<file path="config.mk">
export PLATFORM = sky130hd
export DESIGN_NAME = fetch_queue
export DESIGN_NICKNAME = d
export VERILOG_FILES = /design/src/rtl/fetch_queue.sv
export SDC_FILE = /design/constraint.sdc
export NUM_CORES = 1
export LEC_CHECK = 0
export ABC_AREA = 1
export CORE_UTILIZATION = 45
export CTS_BUF_LIST = sky130_fd_sc_hd__clkbuf_4 sky130_fd_sc_hd__clkbuf_8
export DETAILED_ROUTE_END_ITERATION = 10
export HOLD_SLACK_MARGIN = 0.06
export PLACE_DENSITY = 0.69
export SYNTH_ARGS = -nofsm -noshare
export SYNTH_HDL_FRONTEND = slang
export SYNTH_SLANG_ARGS = --single-unit
export TNS_END_PERCENT = 50
</file>
<file path="constraint.sdc">
create_clock -name clock -period 7.9 [get_ports clock]
set_clock_uncertainty 0.1 [all_clocks]
set_input_delay 0.79 -clock clock [delete_from_list [all_inputs] [get_ports clock]]
set_output_delay 0.79 -clock clock [all_outputs]
set_load 0.05 [all_outputs]
</file>
<file path="src/rtl/fetch_queue.sv">
// Fetch-to-decode instruction queue holding {pc, instruction} pairs.
// Optional zero-latency empty bypass: define FETCH_QUEUE_BYPASS_EN.
module fetch_queue #(
   parameter int          DEPTH_LOG2 = 2,
   parameter logic [31:0] RESET_PC   = 32'h01000000
) (
   input  logic                  clock,
   input  logic                  reset,
   input  logic                  in_valid,
   input  logic [31:0]           in_pc,
   input  logic [31:0]           in_instruction,
   input  logic                  flush,
   input  logic                  out_ready,
   output logic                  out_valid,
   output logic [31:0]           out_pc,
   output logic [31:0]           out_instruction,
   output logic                  stall,
   output logic [DEPTH_LOG2:0]   count
);

   localparam int DEPTH = 1 << DEPTH_LOG2;
   localparam logic [DEPTH_LOG2:0] FULL = (DEPTH_LOG2+1)'(DEPTH);
   localparam logic [DEPTH_LOG2:0] ONE  = (DEPTH_LOG2+1)'(1);
   localparam logic [31:0] NOP = 32'h00000013;

   logic [31:0]           r_mem_pc [DEPTH];
   logic [31:0]           r_mem_ins [DEPTH];
   logic [DEPTH_LOG2-1:0] r_wr_ptr;
   logic [DEPTH_LOG2-1:0] r_rd_ptr;
   logic [DEPTH_LOG2:0]   r_count;
   logic [31:0]           r_last_pc;
   logic [31:0]           r_last_ins;

   logic w_empty;
   logic w_full;
   logic w_take;
   logic w_push;
   logic w_pop;

   // Handshake decode; flush overrides both push and pop
   always_comb begin
      w_empty = (r_count == '0);
      w_full  = (r_count == FULL);
`ifdef FETCH_QUEUE_BYPASS_EN
      w_take  = w_empty && in_valid && !flush && out_ready;
`else
      w_take  = 1'b0;
`endif
      w_push  = in_valid && !w_full && !flush && !w_take;
      w_pop   = !w_empty && out_ready && !flush;
   end

   // Head entry view; empty queue shows the last consumed entry
   always_comb begin
      out_valid       = !w_empty;
      out_pc          = w_empty ? r_last_pc  : r_mem_pc[r_rd_ptr];
      out_instruction = w_empty ? r_last_ins : r_mem_ins[r_rd_ptr];
`ifdef FETCH_QUEUE_BYPASS_EN
      if (w_empty && in_valid && !flush) begin
         out_valid       = 1'b1;
         out_pc          = in_pc;
         out_instruction = in_instruction;
      end
`endif
      stall = w_full;
      count = r_count;
   end

   // Entry storage; contents need no reset
   always_ff @(posedge clock) begin
      if (w_push) begin
         r_mem_pc[r_wr_ptr]  <= in_pc;
         r_mem_ins[r_wr_ptr] <= in_instruction;
      end
   end

   // Pointer and occupancy state
   always_ff @(posedge clock or negedge reset) begin
      if (!reset) begin
         r_wr_ptr <= '0;
         r_rd_ptr <= '0;
         r_count  <= '0;
      end else if (flush) begin
         r_wr_ptr <= '0;
         r_rd_ptr <= '0;
         r_count  <= '0;
      end else begin
         if (w_push) r_wr_ptr <= r_wr_ptr + 1'b1;
         if (w_pop)  r_rd_ptr <= r_rd_ptr + 1'b1;
         unique case ({w_push, w_pop})
            2'b10:   r_count <= r_count + ONE;
            2'b01:   r_count <= r_count - ONE;
            default: r_count <= r_count;
         endcase
      end
   end

   // Remember the most recently consumed entry for the empty view
   always_ff @(posedge clock or negedge reset) begin
      if (!reset) begin
         r_last_pc  <= RESET_PC;
         r_last_ins <= NOP;
      end else if (w_pop) begin
         r_last_pc  <= r_mem_pc[r_rd_ptr];
         r_last_ins <= r_mem_ins[r_rd_ptr];
      end else if (w_take) begin
         r_last_pc  <= in_pc;
         r_last_ins <= in_instruction;
      end
   end

endmodule
</file>
# [Word-level counts from Yosys, hierarchy flattened]
# Memories as Yosys holds them, arrays and structs flattened.
# Cells that the tools add are included.
[word_totals] register_bits=71 ramBits=256 inputBits=69 n_memories=2
[memory_table] memory="r_mem_ins" words=4 width=32 read_ports=1 rd_clocked_by_memory_dff=0 write_ports=1 line="27" text="logic [31:0] r_mem_ins [DEPTH];"
[memory_table] memory="r_mem_pc" words=4 width=32 read_ports=1 rd_clocked_by_memory_dff=0 write_ports=1 line="26" text="logic [31:0] r_mem_pc [DEPTH];"
[classes] addsub=4 n_eq_ne=3 n_mux=10 n_reduce_logical=11
[op_table] operator="two-way mux 32 bit" n=2
[op_table] operator="two-way mux 2 bit" n=4
[op_table] operator="case mux 3 bit (2 select lines)" n=1
[op_table] operator="adder 2 x 1 -> 2 bit (second input constant)" n=2
[op_table] operator="logical AND 1 bit" n=4
[op_table] operator="nonzero test 2 bit" n=2
[op_table] operator="adder 3 x 1 -> 3 bit (second input constant)" n=1
[op_table] operator="equality test 3 bit (second input constant)" n=1
[op_table] operator="zero test 1 bit" n=3
[op_table] operator="zero test 3 bit" n=1
[op_table] operator="two-way mux 3 bit" n=1
[op_table] operator="nonzero test 3 bit" n=1
[op_table] operator="subtractor 3 x 1 -> 3 bit (second input constant)" n=1
[op_table] operator="equality test 2 x 1 -> 1 bit (second input constant)" n=1
[op_table] operator="equality test 2 bit (second input constant)" n=1
[op_table] operator="two-way mux 1 bit" n=2

# [Logic depth before layout (Yosys ltp)]
# Gate-level depths: netlist (run 1).
[logic_depth] ltp_word=7 mapped_depth=12 mapped_depth_nobuf=12

# [Least setup slack after synthesis (run 1)]
# OpenSTA, ideal clock, no wires.
[synth_path] path_type="register -> register" startpoint="register r_count[0], in the netlist count[0]" endpoint="memory r_mem_ins[0][0], enable pin" setup_ps=487 arrival_ps=3798 required_time_ps=7313 setup_slack_ps=3515 stages_incl_launch_ff=5 synth_period_minus_slack_ps=4385 cell_sequence="dfrtp_1 -> nor2_1 -> nand2_1 -> nand3_1 -> nor2_1"
[synth_between] elab_chain_cells=6
[synth_rtl] element="from (decl)" line="30" text="logic [DEPTH_LOG2:0] r_count;"
[synth_rtl] element="from (signal assigned)" line="91" text="2'b10: r_count <= r_count + ONE;"
[synth_rtl] element="from (signal assigned)" line="92" text="2'b01: r_count <= r_count - ONE;"
[synth_rtl] element="from (signal assigned)" line="93" text="default: r_count <= r_count;"
[synth_rtl] element="equality test 3 bit" line="43" text="w_full = (r_count == FULL);"
[synth_rtl] element="zero test 1 bit" line="49" text="w_push = in_valid && !w_full && !flush && !w_take;"
[synth_rtl] element="logical AND 1 bit (2 in a row)" line="49"
[synth_rtl] element="two-way mux 1 bit" line="71" text="if (w_push) begin"
[synth_rtl] element="two-way mux 1 bit (implied by the code)" line="73" text="r_mem_ins[r_wr_ptr] <= in_instruction;"
[synth_rtl] element="to (decl)" line="27"
# Every way passes these cells.

# [Final worst setup path (run 1)]
[layout_path] startpoint="register r_rd_ptr[0]" endpoint="output out_instruction[12]"
[layout_between] elab_chain_cells=2
[layout_rtl] element="from (decl)" line="29" text="logic [DEPTH_LOG2-1:0] r_rd_ptr;"
[layout_rtl] element="from (signal assigned)" line="89" text="if (w_pop) r_rd_ptr <= r_rd_ptr + 1'b1;"
[layout_rtl] element="memory (4 x 32 bit)"
[layout_rtl] element="two-way mux 32 bit" line="57" text="out_instruction = w_empty ? r_last_ins : r_mem_ins[r_rd_ptr];"
[layout_rtl] element="to (decl)" line="16" text="output logic [31:0] out_instruction,"
# Every way passes these cells.

==> results of run 1 <==
layout make-up:
cell class,count,area (um2),area share (%)
clock buffers,72,872,5.57
flip-flops and latches,327,9470,60.5
well taps,378,473,3.02
diodes,2,5.00,0.0319
inverters,79,302,1.92
clock inverters,25,160,1.02
repair buffers,149,1460,9.33
multi-input cells,620,2920,18.6
power groups by stage:
stage	Sequential (mW)	Clock [mW]	Combinational [mW]
after detailed placement	2.26	0	2.71
final	2.23	1.40	2.69
after floorplan	2.24	0	1.92
after CTS	2.23	1.44	2.72
after global placement	2.25	0	2.68
after global routing	2.25	1.50	2.91
tightest hold or removal path: stages (launching register included):
cell,delay (ps)
dfstp_2,360
inv_1,50
o21ai_1,70
path summary, 6_finish.rpt:
path	from	cells past startpoint	endpoint	slack (ps)
setup / recovery	r_rd_ptr[0]	7	out_instruction[12]	2920
hold / removal	r_last_ins[4]	2	r_last_ins[4]	380
setup reg to reg	count[0]	5	r_mem_ins[2][31]	4760
hold reg to reg	r_last_ins[4]	2	r_last_ins[4]	380
max in group asynchronous	reset	3	r_rd_ptr[0]	6000
min in group asynchronous	reset	2	r_last_ins[29]	540
kinds of logic after synthesis:
family	after synthesis
adder cells (fa/ha/maj)	5
XOR/XNOR	1
AND/OR/NAND/NOR	287
flip-flops	327
buffers and inverters	149
AO/OA/AOI/OAI	327
cells in the final DEF (no fill, tap or decap), drive strengths merged, types with 4 or more instances in the layout:
cell | synthesis | final
clkdlybuf4s50 | 0 | 136
nor2 | 135 | 135
ha | 4 | 4
inv | 78 | 78
edfxtp | 256 | 256
o21ai | 260 | 260
clkbuf | 32 | 72
dfstp | 4 | 4
dfrtp | 67 | 67
o22ai | 64 | 64
buf | 38 | 12
clkinv | 1 | 22
nand2 | 146 | 146
nand3 | 6 | 6
per-layer routing:
| metal | track usage, % | vias up |
|---|---|---|
| met5 | 0 | - |
| met4 | 7.04 | 0 |
| met3 | 3.25 | 44 |
| met2 | 33.6 | 226 |
| met1 | 24.4 | 4113 |
| li1 | - | 4137 |
stage by stage:
stage	cells	hold WS [ps]	setup WS [ps]
6_report	1652	381	2920
5_1_grt	1652	426	2660
4_1_cts	1650	387	2870
3_5_place_dp	1552	378	3480
3_3_place_gp	1552	378	3480
2_1_floorplan	1096	356	3520
state kept, by name, summed over array words and instances (netlist names):
name and flops:
r_rd_ptr 2, r_last_pc 32, r_last_ins 32, count 3, r_wr_ptr 2, r_mem_pc 128
r_mem_ins 128
what timing repair did:
item,in CTS,in global routing
setup endpoints to repair,0,0
hold buffers,1,0
endpoints found under the hold margin,15,0
==> run metrics, run 1 <==
status completed; core area 28200 um2; Top FF cell, synth edfxtp_1; clock latency on the worst-skew pair 560 ps; grt ovf 0; final non-filler cell area 15700 um2; Worst Path Max Fanout 74; Buf+Inv Stages, Crit Path 3; vias in the first global route 8415; setup TNS 0 ps; CP endpoint kind output port; post-synthesis compound-gate area fraction 13.2%; syn_nets 1170; layout cells sized above 1 8.41%; largest net degree at the start of global routing 79; # setup viols final 0; Leakage 5.68 nW; Starting DRT DRC Count 588; Total Power 6.32 mW; setup repair after global routing missed its margin false; Flop pwr share 35.2%; Finished Core Util 55.6%; Slew HR 29.6%; sequential area share after synthesis 72.5%; Detailed Place HPWL 15400 um; H-Tree Depth 2; post_cts resized 0; WS Path Type flop to output port; synth top area cells edfxtp_1, dfrtp_1, o21ai_1; CTS Sinks 327; worst path cell trace inv_4, buf_4, nor2_1, o22ai_1, nand2_1, o21ai_1, clkdlybuf4s50_1; die height 172 um; Synth Instances 1096; Met1 Routed Length 12200 um; final wirelength 28000 um; max capacitance violation total 0; Tot GR Track Use 19.4%; top post-synthesis cells by count edfxtp_1, nand2_1, nor2_1, o21ai_1, o21ai_0; simple-gate area share of the yosys netlist 8.31%; I/O pin cnt 138; Largest stage delay, worst path 860 ps; Worst-Margin Slew 1050 ps; routed wl met3 1310 um; Max Buffers Root-to-Sink 3; Peak VDD IR 0.294 mV; minimum clock period 4980 ps; PD cells 403 nW/um2; Post-DRT Antenna Nets 0; Pins Over Slew Limit 0; area of the die 29700 um2; top-count cell post-synth edfxtp_1; via count 8520; RePlAce Congestion 0.732; Pint 3.70 mW; Fillers 2301; Post-Synth XOR/XNOR Area 0.0671%; Total Nets Final 1303; Synth top area share 58.9%; dpl cell area 14600 um2; post-synth top area cell edfxtp_1; Synth Area per Inst 11.9 um2; first-pass GRT wire length 43800 um; post-synthesis mux area share 0%; Post-synth EDFFs 256; met2 WL 14000 um; DR vias/cell 5.16; DRC 0; HP Class flop to flop; setup bufs post-CTS 0; Post-Synth Adder-Cell Area 0.537%; Root Driver clkbuf_8; Rows 61; drt pass-1 iters 5; initial core utilization 46.4%; Chip Width 172 um; Synth Register Bits 327; TritonCTS Buffers 52; period utilization 63.0%; Sw Ratio 41.5%; buffers added on ports 137; asr flop ratio synth 21.7%; Synth cell types 22; initial antenna violation count 2; CTS tree yes; largest family of logic cells by synthesized area compound AO/OA/AOI/OAI gates; Layout area overhead 20.0%; Worst Path Required 7010 ps; Worst path top cell family by delay buffers and inverters; slowest CP cell clkdlybuf4s50_1; Clock power frac 22.2%; Arr. time, crit path 4090 ps; Comb pwr share 42.6%; Sw Pwr 2.62 mW; type of origin of the critical path flop; Final Hold Fails 0; clock-pin slew on the worst setup and hold paths 60 ps; total number of yosys warnings 0; f_max 201 MHz; DR WL/cell 17.0 um; Top Metal Used met4; Synth Cell Area 13100 um2
Note: power is estimated with default switching activity, not from simulation.
==> inputs of run 2 (changes only) <==
Clock period 7.9 ns to 5.05 ns, I/O delays scaled along.
==> run 2 against run 1 <==
Critical path depth unchanged. Wire length down 0.35%. Clock power up 59%. Highest routed layer is now met5.
==> run metrics, run 2 (synthesis results as in run 1) <==
grt ovf 0 (unchanged); status completed; initial antenna violation count 3 (+1); period utilization 81.2%; core area 28200 um2 (unchanged); sequential cell area 9470 um2 (unchanged); setup TNS 0 ps (unchanged); post_cts resized 0 (unchanged); Buf+Inv Stages, Crit Path 3 (unchanged); setup repair after global routing missed its margin false; Rows 61 (unchanged); Chip Width 172 um (unchanged); vias in the first global route 8219 (-2.3%); drt pass-1 iters 4 (-1); H-Tree Depth 2 (unchanged); Finished Core Util 55.9% (+0.24 points); slowest CP cell clkdlybuf4s50_1; HP Class flop to flop; Final Hold Fails 0 (unchanged); via count 8477 (-0.50%); Root Driver clkbuf_8; Max Buffers Root-to-Sink 3 (unchanged); buffers added on ports 137 (unchanged); Post-DRT Antenna Nets 0 (unchanged); Worst Path Required 4450 ps (-2560 ps); DRC 0 (unchanged); largest net degree at the start of global routing 116 (+47%); Fillers 2279 (-0.96%); Worst path top cell family by delay buffers and inverters; area of the multi-input gates 2920 um2 (unchanged); DR WL/cell 16.9 um (-0.71%); Peak VDD IR 0.418 mV (+43%); Starting DRT DRC Count 549 (-6.6%); TritonCTS Buffers 52 (unchanged); Worst-Margin Slew 1060 ps (+10.8 ps); type of origin of the critical path flop; RePlAce Congestion 0.747 (+2.1%); Tot GR Track Use 19.2% (-0.19 points); first-pass GRT wire length 43200 um (-1.4%); worst path cell trace inv_4, buf_4, nor2_1, o22ai_1, nand2_1, o21ai_0, clkdlybuf4s50_1; setup bufs post-CTS 0 (unchanged); f_max 244 MHz; clock latency on the worst-skew pair 570 ps (about the same); max capacitance violation total 0 (unchanged); Total Nets Final 1308 (+0.38%); Leakage 5.74 nW (+1.0%); layout cells sized above 1 9.55% (+1.1 points); CTS Sinks 327 (unchanged); clock-pin slew on the worst setup and hold paths 60 ps (about the same); commonest non-fill, non-tap cell in the layout edfxtp_1; Slew HR 29.1% (-0.55 points); minimum clock period 4100 ps; # setup viols final 0 (unchanged); Worst Path Max Fanout 50 (-32%); Layout area overhead 20.5%; initial core utilization 46.4% (unchanged); CP endpoint kind output port; CTS tree yes; I/O pin cnt 138 (unchanged); PD cells 632 nW/um2 (+57%); Largest stage delay, worst path 870 ps (about the same); final wirelength 27900 um (-0.35%); WS Path Type flop to output port; biggest regs r_mem_ins: 128 flops, r_mem_pc: 128 flops; die height 172 um (unchanged); Detailed Place HPWL 15900 um (+3.2%); Arr. time, crit path 3490 ps (-600 ps); Pins Over Slew Limit 0 (unchanged); most frequent cells in the layout edfxtp_1, nand2_1, clkdlybuf4s50_1; area of the die 29700 um2 (unchanged); hold buffers post-CTS 1 (unchanged); DR vias/cell 5.11 (-0.86%)
==> run 2: per-stage QoR <==
stage	instance area, um2	hold slack, ps	setup slack (ps)	instances	power (mW)
2_1_floorplan	13100	109	665	1096	6.50
3_3_place_gp	14700	369	1530	1557	7.75
3_5_place_dp	14700	375	1520	1557	7.80
4_1_cts	15700	387	909	1656	10.0
5_1_grt	15700	427	729	1656	10.5
6_report	15700	386	950	1658	9.94
==> run 2: final cells by class <==
type                    instances  area share, %
diodes                          2         0.0318
clock buffers                  83           6.23
clock inverters                15          0.445
inverters                      79           1.92
multi-input cells             620           18.6
flip-flops and latches        327           60.2
well taps                     378           3.01
repair buffers                154           9.61
==> run 2: per-layer routing <==
layer / track usage, % / part of all wire, % / vias up
met5: 0 / 0.032 / -
met4: 6.00 / 1.9 / 2
met3: 4.14 / 5.6 / 49
met2: 33.2 / 49 / 209
met1: 24.0 / 43 / 4072
li1: - / - / 4145
==> run 2: worst min-delay path: cells and delay by family (launching register included) <==
family / cells / cell delay (ps)
buffers and inverters: 1 / 60
AOI/OAI and AO/OA: 1 / 70
DFF: 1 / 360
==> run 2: final timing paths <==
path / from / cells after the start / slack (ps) / end
min reg2reg: r_last_ins[4] / 2 / 390 / r_last_ins[4]
max in group asynchronous: reset / 2 / 3500 / r_rd_ptr[0]
min in group asynchronous: reset / 2 / 580 / r_last_ins[23]
max reg2reg: count[0] / 8 / 1880 / r_last_ins[12]
max: r_rd_ptr[0] / 7 / 950 / out_instruction[10]
min: r_last_ins[4] / 2 / 390 / r_last_ins[4]
==> run 2: report_power, final <==
group	switching, mW	leakage (nW)	internal, mW
sequential	0.138	3.19	3.33
combinational	2.99	1.97	1.27
clock	0.987	0.572	1.23
==> inputs of run 3 (changes only) <==
Clock period 5.05 ns to 3.85 ns, I/O delays scaled along.
==> run 3 against run 2 <==
Via count decreased by 0.60%. Die area unchanged. Flip-flop and latch count unchanged. Wire length decreased by 0.68%. First-iteration DRC count decreased by 11%. Count of clock-buffer cells in the layout decreased by 7. Clock power increased by 29%.
==> run metrics, run 3 (synthesis results as in run 1) <==
status completed; Starting DRT DRC Count 489 (-11%); vias in the first global route 8281 (+0.75%); Sw Ratio 41.5% (+0.15 points); Leakage 5.80 nW (+1.0%); CP endpoint kind output port; largest net degree at the start of global routing 83 (-28%); final wirelength 27800 um (-0.68%); via count 8426 (-0.60%); area of the die 29700 um2 (unchanged); flop2flop setup slack 1110 ps (-770 ps); Arr. time, crit path 3150 ps (-340 ps); Worst Path Required 3370 ps (-1080 ps); minimum clock period 3630 ps; Peak VDD IR 0.511 mV (+22%); max capacitance violation total 0 (unchanged); crit path launch r_rd_ptr[0]; Rows 61 (unchanged); initial core utilization 46.4% (unchanged); type of origin of the critical path flop; Detailed Place HPWL 15900 um (-0.32%); most frequent cells in the layout edfxtp_1, nand2_1, o21ai_1; Sw Pwr 5.41 mW (+31%); H-Tree Depth 2 (unchanged); I/O pin cnt 138 (unchanged); Clock power frac 21.9% (-0.4 points); Reg2Reg Launch Point count[0]; Tot GR Track Use 19.2% (-0.025 points); R2R depth 8 (unchanged); CTS Sinks 327 (unchanged); hold_ws 354 ps (-32.1 ps); sequential cell area 9470 um2 (unchanged); die height 172 um (unchanged); Layout area overhead 20.9%; Slew HR 29.0% (-0.039 points); buffers added on ports 137 (unchanged); Hold Path Origin in_pc[11]; first-pass GRT wire length 43400 um (+0.51%); drt pass-1 iters 5 (+1); CTS tree yes; critical path endpoint out_instruction[11]; Flop pwr share 35.0% (about the same); Chip Width 172 um (unchanged); Pint 7.61 mW (+31%); period utilization 94.4%; DR WL/cell 16.8 um (-0.62%); commonest non-fill, non-tap cell in the layout edfxtp_1; Pins Over Slew Limit 0 (unchanged); Worst Path Max Fanout 38 (-24%); Finished Core Util 56.0% (+0.16 points); WS Path Type flop to output port; Post-DRT Antenna Nets 0 (unchanged); core area 28200 um2 (unchanged); reg-to-reg critical path endpoint r_last_ins[7]; HP Class primary input to flop; clock latency on the worst-skew pair 560 ps (about the same); DR vias/cell 5.09 (-0.54%); layout cells sized above 1 10.6% (+1.1 points); grt ovf 0 (unchanged); RePlAce Congestion 0.756 (+1.1%); Root Driver clkbuf_8; Comb pwr share 43.1% (+0.3 points); DRC 0 (unchanged); Total Nets Final 1311 (+0.23%); f_max 275 MHz; area of the multi-input gates 2920 um2 (unchanged); Worst-Margin Slew 1060 ps (+0.588 ps); Fillers 2346 (+2.9%); n_diodes 0 (-2); initial antenna violation count 1 (-2); Final Hold Fails 0 (unchanged); TritonCTS Buffers 52 (unchanged); setup repair after global routing missed its margin false; Max Buffers Root-to-Sink 3 (unchanged); # setup viols final 0 (unchanged); biggest regs r_mem_ins: 128 flops, r_mem_pc: 128 flops; clock-pin slew on the worst setup and hold paths 60 ps (about the same); PD cells 825 nW/um2 (+31%)
-- run 3: worst max-delay path: stages, from the launching register on --
cell	delay, ps
dfrtp_4	670
inv_4	320
buf_4	300
o21ai_1	80
o22ai_1	220
nand2_1	80
o21ai_1	80
clkdlybuf4s50_1	820
-- run 3: metrics by stage --
step                std cells  cell area, um2  setup WS (ps)  total power, mW  TNS, ps
floorplan                1096           13100           -535             8.53  -136900
CTS                      1657           15800            141             13.2        0
detailed placement       1560           14700            750             10.3        0
global route             1657           15800           5.52             13.7        0
global placement         1560           14700            754             10.2        0
finish                   1657           15800            216             13.0        0
-- run 3: how the worst min path moves through the flow --
stage	cells after the start	to	slack (ps)
after floorplan	0	count[0]	-10
after global routing	1	r_mem_pc[3][9]	320
after detailed placement	2	r_last_ins[4]	370
after global placement	2	r_last_ins[4]	370
final	1	r_mem_pc[1][11]	350
after CTS	1	r_mem_pc[1][14]	310
-- run 3: power groups by stage --
| stage | sequential [mW] | combinational [mW] | clock, mW |
|---|---|---|---|
| after floorplan | 4.59 | 3.94 | 0 |
| after global placement | 4.60 | 5.61 | 0 |
| after detailed placement | 4.62 | 5.66 | 0 |
| after CTS | 4.55 | 5.68 | 2.93 |
| after global routing | 4.60 | 6.07 | 3.08 |
| final | 4.55 | 5.62 | 2.86 |
-- run 3: final cells by class --
type / instances / area share (%)
clock buffers: 76 / 5.76
repair buffers: 157 / 10.1
inverters: 79 / 1.91
clock inverters: 20 / 0.745
flip-flops and latches: 327 / 60.0
multi-input cells: 620 / 18.5
well taps: 378 / 3.00
-- run 3: layer usage --
layer | track usage (%) | wire (um) | vias to the layer above
li1 | - | - | 4152
met1 | 24.4 | 12200 | 4039
met2 | 33.0 | 13700 | 187
met3 | 3.57 | 1300 | 48
met4 | 6.31 | 550 | 0
met5 | 0 | 0 | -
-- run 3: repair_timing --
item,4_1_cts,5_1_grt
hold buffers,1,0
setup buffers,0,0
gates resized for setup,0,2
endpoints found under the setup margin,0,2
endpoints found under the hold margin,67,0
